--- src/rtl/rf_arb_pkg.sv ---
// rtl/rf_arb_pkg.sv - shared types and constants for the register-file write arbiter
package rf_arb_pkg;

   localparam int RF_WIDTH       = 32;
   localparam int RF_DEPTH       = 5;
   localparam int CONFLICT_CNT_W = 16;

   typedef enum logic {
      CORE_PRIO = 1'b0,
      DBG_FORCE = 1'b1
   } arb_state_t;

   // Default-width write request as seen by reg_file consumers
   typedef struct packed {
      logic [RF_DEPTH-1:0] addr;
      logic [RF_WIDTH-1:0] data;
   } wr_req_t;

endpackage

--- src/rtl/rf_wr_stage.sv ---
// rtl/rf_wr_stage.sv - registered write port toward reg_file with x0 write suppression
module rf_wr_stage #(
   parameter int WIDTH = 32,
   parameter int DEPTH = 5
) (
   input  logic             clk,
   input  logic             rst,
   input  logic             acc_valid,
   input  logic [DEPTH-1:0] acc_addr,
   input  logic [WIDTH-1:0] acc_data,
   output logic             rf_we,
   output logic [DEPTH-1:0] rf_waddr,
   output logic [WIDTH-1:0] rf_wdata
);

   // x0 is hardwired: the handshake completes but the enable stays low
   always_ff @(posedge clk) begin
      if (rst) begin
         rf_we    <= 1'b0;
         rf_waddr <= '0;
         rf_wdata <= '0;
      end else begin
         rf_we <= acc_valid && (acc_addr != '0);
         if (acc_valid) begin
            rf_waddr <= acc_addr;
            rf_wdata <= acc_data;
         end
      end
   end

endmodule

--- src/rtl/rf_write_arbiter.sv ---
// rtl/rf_write_arbiter.sv - core/debug arbiter for the single register-file write port
module rf_write_arbiter
   import rf_arb_pkg::*;
#(
   parameter int WIDTH      = 32,
   parameter int DEPTH      = 5,
   parameter int STARVE_MAX = 4
) (
   input  logic                      clk,
   input  logic                      rst,
   input  logic                      core_valid,
   output logic                      core_ready,
   input  logic [DEPTH-1:0]          core_addr,
   input  logic [WIDTH-1:0]          core_data,
   input  logic                      dbg_valid,
   output logic                      dbg_ready,
   input  logic [DEPTH-1:0]          dbg_addr,
   input  logic [WIDTH-1:0]          dbg_data,
   output logic                      rf_we,
   output logic [DEPTH-1:0]          rf_waddr,
   output logic [WIDTH-1:0]          rf_wdata,
   output logic [CONFLICT_CNT_W-1:0] conflict_cnt
);

   localparam int            SW         = $clog2(STARVE_MAX + 1);
   localparam logic [SW-1:0] STARVE_LIM = SW'(STARVE_MAX);
   localparam logic [SW-1:0] LAST_LOSS  = SW'(STARVE_MAX - 1);

   arb_state_t       state, state_nxt;
   logic [SW-1:0]    starve_cnt, starve_nxt;
   logic             acc_valid;
   logic [DEPTH-1:0] acc_addr;
   logic [WIDTH-1:0] acc_data;

   always_ff @(posedge clk) begin
      if (rst) begin
         state      <= CORE_PRIO;
         starve_cnt <= '0;
      end else begin
         state      <= state_nxt;
         starve_cnt <= starve_nxt;
      end
   end

   always_comb begin
      state_nxt  = state;
      starve_nxt = starve_cnt;
      core_ready = 1'b0;
      dbg_ready  = 1'b0;
      if (!rst) begin
         case (state)
            CORE_PRIO: begin
               core_ready = core_valid;
               dbg_ready  = dbg_valid && !core_valid;
               if (!dbg_valid || dbg_ready) begin
                  starve_nxt = '0;
               end else if (core_valid) begin
                  // debug lost this cycle; the loss that reaches the limit forces a debug slot
                  if (starve_cnt != STARVE_LIM) starve_nxt = starve_cnt + 1'b1;
                  if (starve_cnt == LAST_LOSS) state_nxt = DBG_FORCE;
               end
            end
            DBG_FORCE: begin
               dbg_ready  = dbg_valid;
               state_nxt  = CORE_PRIO;
               starve_nxt = '0;
            end
            default: begin
               state_nxt  = CORE_PRIO;
               starve_nxt = '0;
            end
         endcase
      end
   end

   assign acc_valid = core_ready || dbg_ready;
   assign acc_addr  = core_ready ? core_addr : dbg_addr;
   assign acc_data  = core_ready ? core_data : dbg_data;

   always_ff @(posedge clk) begin
      if (rst) begin
         conflict_cnt <= '0;
      end else if (core_valid && dbg_valid && (conflict_cnt != '1)) begin
         conflict_cnt <= conflict_cnt + 1'b1;
      end
   end

   rf_wr_stage #(
      .WIDTH (WIDTH),
      .DEPTH (DEPTH)
   ) u_wr_stage (
      .clk       (clk),
      .rst       (rst),
      .acc_valid (acc_valid),
      .acc_addr  (acc_addr),
      .acc_data  (acc_data),
      .rf_we     (rf_we),
      .rf_waddr  (rf_waddr),
      .rf_wdata  (rf_wdata)
   );

endmodule

--- config.mk ---
export PLATFORM = sky130hd
export DESIGN_NAME = rf_write_arbiter
export DESIGN_NICKNAME = d
export VERILOG_FILES = /design/src/rtl/rf_arb_pkg.sv /design/src/rtl/rf_wr_stage.sv /design/src/rtl/rf_write_arbiter.sv
export SDC_FILE = /design/constraint.sdc
export NUM_CORES = 1
export LEC_CHECK = 0
export CORE_ASPECT_RATIO = 0.75
export CORE_MARGIN = 3
export CORE_UTILIZATION = 36
export CTS_CLUSTER_DIAMETER = 100
export DETAILED_ROUTE_END_ITERATION = 16
export PLACE_DENSITY = 0.76
export SETUP_SLACK_MARGIN = 0.02
export SKIP_LAST_GASP = 1
export SLEW_MARGIN = 20
export SYNTH_ARGS = -nofsm -noshare
export SYNTH_HDL_FRONTEND = slang
export SYNTH_SLANG_ARGS = --single-unit
--- constraint.sdc ---
create_clock -name clk -period 1.6 [get_ports clk]
set_input_delay 0.24 -clock clk [delete_from_list [all_inputs] [get_ports clk]]
set_output_delay 0.24 -clock clk [all_outputs]
set_load 0.02 [all_outputs]
== Word level (Yosys, flattened, before mapping) ==
Index checks and enable logic that the tools add are counted.

* Output and inout bits: 56
* Register bits: 58

* Reductions and logical operators: 10
* Add/sub/neg operators: 2
* Equal/unequal tests: 5
* Bitwise operators: 1
* Mux-type cells: 14

{| class="wikitable"
|+ Operator list
! operator !! count
|-
| $mux W32 || 1
|-
| $add A16 B1 Y16 const B || 1
|-
| $ne A16 B16 Y1 const B || 1
|-
| $mux W3 || 3
|-
| $ne A3 B3 Y1 const B || 3
|-
| $mux W1 || 6
|-
| $pmux W3 S2 || 1
|-
| $mux W5 || 1
|-
| $reduce_bool A5 Y1 || 1
|-
| $logic_and A1 B1 Y1 || 4
|-
| $pmux W1 S2 || 2
|-
| $add A3 B1 Y3 const B || 1
|-
| $eq A3 B2 Y1 const B || 1
|-
| $logic_not A1 Y1 || 2
|-
| $logic_or A1 B1 Y1 || 2
|-
| $reduce_and A2 Y1 || 1
|-
| $not A1 Y1 || 1
|}

== Longest topological paths before layout ==
Gate-level depths: netlist (run 1).

* Depth after elaboration: 6
* Mapped depth: 6
* Depth with buffers taken out: 5

== By module ==
Synthesis (run 1) repeated with hierarchy kept, for this count alone.

* Cells, all modules: 285
* Area, all modules: 2812.7 um2

{| class="wikitable"
|+ By module, submodules not included
! module !! cells an instance !! instances !! seq. area each (um2) !! area each (um2)
|-
| rf_write_arbiter || 161 || 1 || 400.4 || 1456.4
|-
| rf_wr_stage || 124 || 1 || 760.7 || 1356.3
|}

== Least setup slack after synthesis (run 1) ==
OpenSTA, ideal clock, no wires.

* Kind: reg-to-reg
* Start point: register conflict_cnt[0]
* End point: register conflict_cnt[14]
* Data required time: 1.530 ns
* Clock period less this slack: 1.902 ns
* Setup slack: -0.302 ns
* Arrival: 1.833 ns
* Stages on the path, launching flop included: 6
* Buffers on the path: 0
* Path through: dfxtp_1 ha_1 nand3_4 or3_4 or4_1 a21oi_1

* Word-level cells in the longest chain between the ends: 2
* Elaborated cells between the ends (all ways): 3
* Classes of those cells: 1 x add/sub; 1 x eq/ne; 1 x reduce/logical

{| class="wikitable"
|+ Ends and longest elaborated chain
! what !! line !! text
|-
| start, declared || rf_write_arbiter.sv:22 || <nowiki>output logic [CONFLICT_CNT_W-1:0] conflict_cnt</nowiki>
|-
| start signal, assigned || rf_write_arbiter.sv:84 || <nowiki>conflict_cnt <= conflict_cnt + 1'b1;</nowiki>
|-
| parallel branches: the longest is 2 deep, another holds $add A16 B1 Y16 || -- ||
|}

Several ways; the timed one is not identified.
A chain may end at the register's enable or synchronous reset.

== Worst setup path after layout (run 1) ==
* Start point: register conflict_cnt[4]
* End point: register conflict_cnt[11]

The elaborated chain is that of the path after synthesis.

==> results of run 1 <==
-- per-stage QoR --
step	utilization	hold slack, ps
CTS	0.649	287
finish	0.676	284
global placement	0.621	471
detailed placement	0.621	492
global route	0.676	303
floorplan	-	423
-- critical path: cells and delay by family, from the launching register on --
kind / cells / cell delay (ps)
compound gates: 1 / 160
buf+inv: 3 / 410
flops: 1 / 360
simple gates: 3 / 720
-- power groups by stage --
| stage | logic, mW | registers, mW | clock network, mW |
|---|---|---|---|
| final | 0.723 | 1.57 | 1.15 |
| after floorplan | 0.219 | 1.69 | 0 |
| after global routing | 0.773 | 1.57 | 1.24 |
| after global placement | 0.711 | 1.59 | 0 |
| after detailed placement | 0.721 | 1.60 | 0 |
| after CTS | 0.725 | 1.57 | 1.19 |
-- state kept, by name, summed over array words and instances, names as in the netlist --
| register | flops |
|---|---|
| u_wr_stage.rf_waddr | 5 |
| state | 1 |
| u_wr_stage.rf_wdata | 32 |
| u_wr_stage.rf_we | 1 |
| starve_cnt | 3 |
| conflict_cnt | 16 |
-- layout make-up --
class                   instances  area (um^2)
clock buffers                  14          163
fillers                       578         2290
inverters                       7         26.3
multi-input cells             206         1560
repair buffers                181         1710
well taps                      98          123
flip-flops and latches         58         1190
-- worst paths after layout --
| check | to | depth (start not counted) |
|---|---|---|
| worst max-delay path | conflict_cnt[11] | 7 |
| worst min-delay path | state | 3 |
| worst max register to register | conflict_cnt[11] | 7 |
| worst min register to register | starve_cnt[1] | 2 |
-- layer usage --
metal,up-vias,part of all wire,global-route usage
met4,0,0.016,0.0621
met2,103,0.49,0.343
met3,16,0.086,0.0834
met1,1328,0.41,0.222
li1,1419,-,-
met5,-,0,0
-- cell families (layout without fill, tap and decap cells) --
logic type	Yosys count	after routing
flops	58	58
simple gates	95	95
xor+xnor	2	2
fa+ha+maj	4	4
compound gates	65	65
mux	40	40
buf+inv	28	202
-- cell usage in the layout (no fill, tap or decap), drive strengths merged, types with 3 or more instances in the layout --
cell	netlist	layout
clkdlybuf4s50	0	112
dfxtp	58	58
buf	4	52
nor2	48	48
a211oi	40	40
mux2i	38	38
clkbuf	17	14
a21oi	11	11
dlygate4sd2	0	10
nand2	9	9
inv	7	7
dlymetal6s2s	0	7
or3	7	7
nand4	6	6
o21ai	6	6
nor3	4	4
ha	4	4
or4	4	4
o31ai	3	3
nand3	3	3
nor4	3	3
-- repair_timing --
action	in CTS	in global routing
cloned	0	0
buffers inserted	3	10
pin swaps	6	11
hold endpoints to repair	0	0
setup endpoints to repair	25	33
resized for setup	23	33
==> impl_metrics.tcl, run 1 <==
set metrics [dict create \
    status "finished with violations" \
    violations "setup timing" \
    crit_slowest_cell "or4_4" \
    ys_seq_area_frac 0.428 \
    synthSimpleGateAreaFrac 0.182 \
    placed_cell_area_um2 4380 \
    report.final.slew_viol_count 0 \
    async_flop_share 0 \
    drc_errors 0 \
    cts_tree "built" \
    worst_slew_pin_slew_ps 357 \
    grt_pass1_wl_um 13500 \
    synth_fa_ha_area_frac 0.0184 \
    synth_flop_cell "dfxtp_1" \
    min_path_type "primary input to flop" \
    fin_ws_ps -116 \
    drt-initial-drc-count 96 \
    dp_slack_ps -404 \
    synth_top_family_by_area "simple AND/OR/NAND/NOR gates" \
    drive_above_1_share 0.236 \
    clock_latency_ps 320 \
    synth.mux.area_fraction 0.148 \
    first_global_vias 2854 \
    cts_root_buffer "clkbuf_8" \
    cp.arrival_ps 1970 \
    switching_share 0.256 \
    powerDensity_nw_per_um2 721 \
    layout.nets 545 \
    wl_um 8880 \
    yosysTopAreaCell "dfxtp_1" \
    layout_min_cycle_time_ps 1720 \
    grt_max_degree 45 \
    p_seq_frac 0.455 \
    synth_top_area_frac 0.428 \
    ctsHoldBuffers 0 \
    critPathLaunch "conflict_cnt[4]" \
    syn-cell-area_um2 2720 \
    hold_start "rst" \
    syn-num-nets 374 \
    tns_ps -593 \
    slew_headroom 0.762 \
    gp_congestion 0.820 \
    synth.avg_cell_area_um2 9.30 \
    yosys_warnings 0 \
    p_comb_frac 0.210 \
    cts_sinks 58 \
    internal-power_mw 2.56 \
    dp_hpwl_um 6300 \
    cp-start-kind "flop" \
    drtAntennaViolNets 0 \
    end_kind "flop" \
    placementRows 26 \
    vias_per_cell 5.08 \
    coreArea_um2 7060 \
    numCtsBuffers 9 \
    skew_ps 6.35 \
    dieArea_um2 8630 \
    grt_usage 0.197 \
    die_w_um 106 \
    synth_compound_area_frac 0.167 \
    start_util 0.385 \
    p_switching_mw 0.881 \
    clkTransAtPathRegs_ps 60 \
    netlist_instances 292 \
    cts_buffer_depth 2 \
    timing.fmax_ghz 0.583 \
    power.total_mw 3.44 \
    design_area_um2 4770 \
    num_antenna_cells 0 \
    leakage_nw 2.02 \
    wl_per_cell_um 15.7 \
    ys_top_cells_by_area "dfxtp_1, mux2i_1, a211oi_1, nor2_1, clkbuf_1" \
    grt_antenna_before_repair 0 \
    synthXorXnorAreaFrac 0.00645 \
    first_pass_iters 4 \
    instances_no_fill 564 \
    hold_viol_final 0 \
    io_buffers 133 \
    synth_edf_count 0 \
    area_growth_pct 75.8 \
    critPathKind "flop to flop" \
    cp.required_ps 1850 \
    vdd_drop_max_mv 0.504 \
    min_period_over_period 1.07 \
    path_common_cell "buf_6" \
    synth_seq_cells 58 \
    ys_types 42 \
    regToRegStartpoint "conflict_cnt[4]" \
    p_clk_frac 0.335 \
    crit_chain "nand4_1, buf_4, nor4_4, buf_6, buf_6, or4_4, a21oi_2" \
    setup_viol 10 \
    cts.htree.levels 3 \
    crit_path_max_incr_delay_ps 510 \
    ioPinCount 134 \
    rsz0062_at_grt "true" \
    vias 2866 \
    yosys-top-cells-count "dfxtp_1, nor2_1, a211oi_1, mux2i_1, clkbuf_1" \
    die_h_um 81.2 \
    synth_most_common_cell "dfxtp_1" \
    grt_overflow 0 \
    crit_path_max_fanout 5 \
    place_inst 538 \
    r2r_slack_ps -120 \
    cap_violations 0 \
]
Power figures use the tool's default switching activity.
==> run 2, diff against run 1 <==
--- a/config.mk
+++ b/config.mk
@@ -10,7 +10,7 @@
 export CORE_UTILIZATION = 36
 export CTS_CLUSTER_DIAMETER = 100
 export DETAILED_ROUTE_END_ITERATION = 16
-export PLACE_DENSITY = 0.76
+export PLACE_DENSITY = 0.79
 export SETUP_SLACK_MARGIN = 0.02
 export SKIP_LAST_GASP = 1
 export SLEW_MARGIN = 20
==> impl_metrics.tcl, run 2 (synthesized netlist as in run 1, its figures left out) <==
set metrics [dict create \
    final_core_util 0.655 \
    grt_usage 0.206 \
    critPathKind "flop to flop" \
    hold_ws_ps 310 \
    layout.nets 529 \
    vias_per_cell 5.09 \
    hold_viol_final 0 \
    grt_pass1_wl_um 13900 \
    min_path_type "primary input to flop" \
    first_pass_iters 4 \
    cts_buffer_depth 2 \
    ioPinCount 134 \
    largest_reg_flops 32 \
    grt_antenna_before_repair 0 \
    io_buffers 133 \
    wl_per_cell_um 16.1 \
    drc_errors 0 \
    placementRows 26 \
    drtAntennaViolNets 0 \
    worst_slew_pin_slew_ps 380 \
    skew_ps 9.58 \
    cap_violations 0 \
    placed_cell_area_um2 4340 \
    status "finished with violations" \
    vias 2802 \
    top_regs "u_wr_stage.rf_wdata: 32 flops, conflict_cnt: 16 flops, u_wr_stage.rf_waddr: 5 flops" \
    layout_common_cells "clkdlybuf4s50_1, nor2_1, dfxtp_1" \
    gp_congestion 0.821 \
    instances_no_fill 550 \
    cts_root_buffer "clkbuf_8" \
    timing.rr.end "conflict_cnt[4]" \
    fin_ws_ps -16.4 \
    powerDensity_nw_per_um2 743 \
    num_antenna_cells 0 \
    first_global_vias 2833 \
    regToRegStartpoint "conflict_cnt[6]" \
    start_util 0.385 \
    crit_path_max_fanout 12 \
    hold_start "rst" \
    die_w_um 106 \
    place_inst 532 \
    die_h_um 81.2 \
    clkTransAtPathRegs_ps 70 \
    dp_slack_ps -476 \
    grt_max_degree 40 \
    dp_hpwl_um 6420 \
    cts_sinks 58 \
    r2r_slack_ps -20 \
    setup_viol 1 \
    drt-initial-drc-count 103 \
    regMostFlops "u_wr_stage.rf_wdata" \
    final_common_cell "clkdlybuf4s50_1" \
    design_area_um2 4630 \
    dieArea_um2 8630 \
    coreArea_um2 7060 \
    rsz0062_at_grt "true" \
    ctsHoldBuffers 0 \
    violations "setup timing" \
    cp.required_ps 1870 \
    cp.arrival_ps 1880 \
    cts_tree "built" \
    slew_headroom 0.746 \
    leakage_nw 2.05 \
    cts.htree.levels 3 \
    layout_min_cycle_time_ps 1620 \
    drive_above_1_share 0.190 \
    cp-start-kind "flop" \
    vdd_drop_max_mv 0.475 \
    min_period_over_period 1.01 \
    area_growth_pct 70.4 \
    numCtsBuffers 9 \
    whs_endpoint "starve_cnt[0]" \
    end_kind "flop" \
    wl_um 8850 \
    grt_overflow 0 \
    power.total_mw 3.44 \
    clock_latency_ps 340 \
    tns_ps -16.4 \
    report.final.slew_viol_count 0 \
    whs_path_depth 3 \
    timing.fmax_ghz 0.619 \
    rr_worst_depth 6 \
]
==> run 2: cell types whose count changed in the layout (fill, tap and decap cells not counted), moves of 3 or more <==
| cell | before | now |
|---|---|---|
| a21oi_1 | 6 | 10 |
| a21oi_2 | 5 | 1 |
| buf_4 | 43 | 29 |
| clkdlybuf4s50_1 | 112 | 98 |
| clkinv_2 | 0 | 3 |
| dlygate4sd2_1 | 10 | 18 |
| dlymetal6s2s_1 | 7 | 13 |
==> run 2: power by group <==
group	internal (mW)	total, mW	switching [mW]
Clock	0.598	1.17	0.569
Sequential	1.52	1.56	0.0435
Combinational	0.396	0.710	0.315
Total	2.51	3.44	0.927
==> run 2: final cells by class <==
class,instances,area (um^2)
clock buffers,13,149
clock inverters,3,15.0
fillers,585,2430
inverters,7,26.3
multi-input cells,206,1530
flip-flops and latches,58,1190
well taps,98,123
repair buffers,165,1600
==> run 2: per-layer routing <==
metal / share of wire / global-route usage / vias to the layer above
li1: - / - / 1384
met1: 0.41 / 0.234 / 1307
met2: 0.48 / 0.352 / 104
met3: 0.099 / 0.0937 / 7
met4: 0.0086 / 0.0556 / 0
met5: 0 / 0 / -
==> run 2: how the worst max path moves through the flow <==
stage	from	slack [ps]	endpoint
after CTS	state	-20	dbg_ready
final	conflict_cnt[6]	-20	conflict_cnt[4]
after global placement	core_valid	-420	conflict_cnt[9]
after global routing	conflict_cnt[6]	-60	conflict_cnt[4]
after detailed placement	core_valid	-480	conflict_cnt[10]
after floorplan	conflict_cnt[11]	-7	conflict_cnt[3]
==> run 2: timing repair <==
action,4_1_cts,5_1_grt
resized for setup,37,19
buffers inserted,2,0
pin swaps,6,3
endpoints found under the hold margin,0,0
cloned,0,0
setup endpoints to repair,30,26
==> run 2: critical path, stage by stage (launching register included) <==
cell,delay (ps)
dfxtp_2,350
nand4_1,180
buf_6,150
nor4_4,40
buf_12,150
or4_2,540
a21oi_1,140
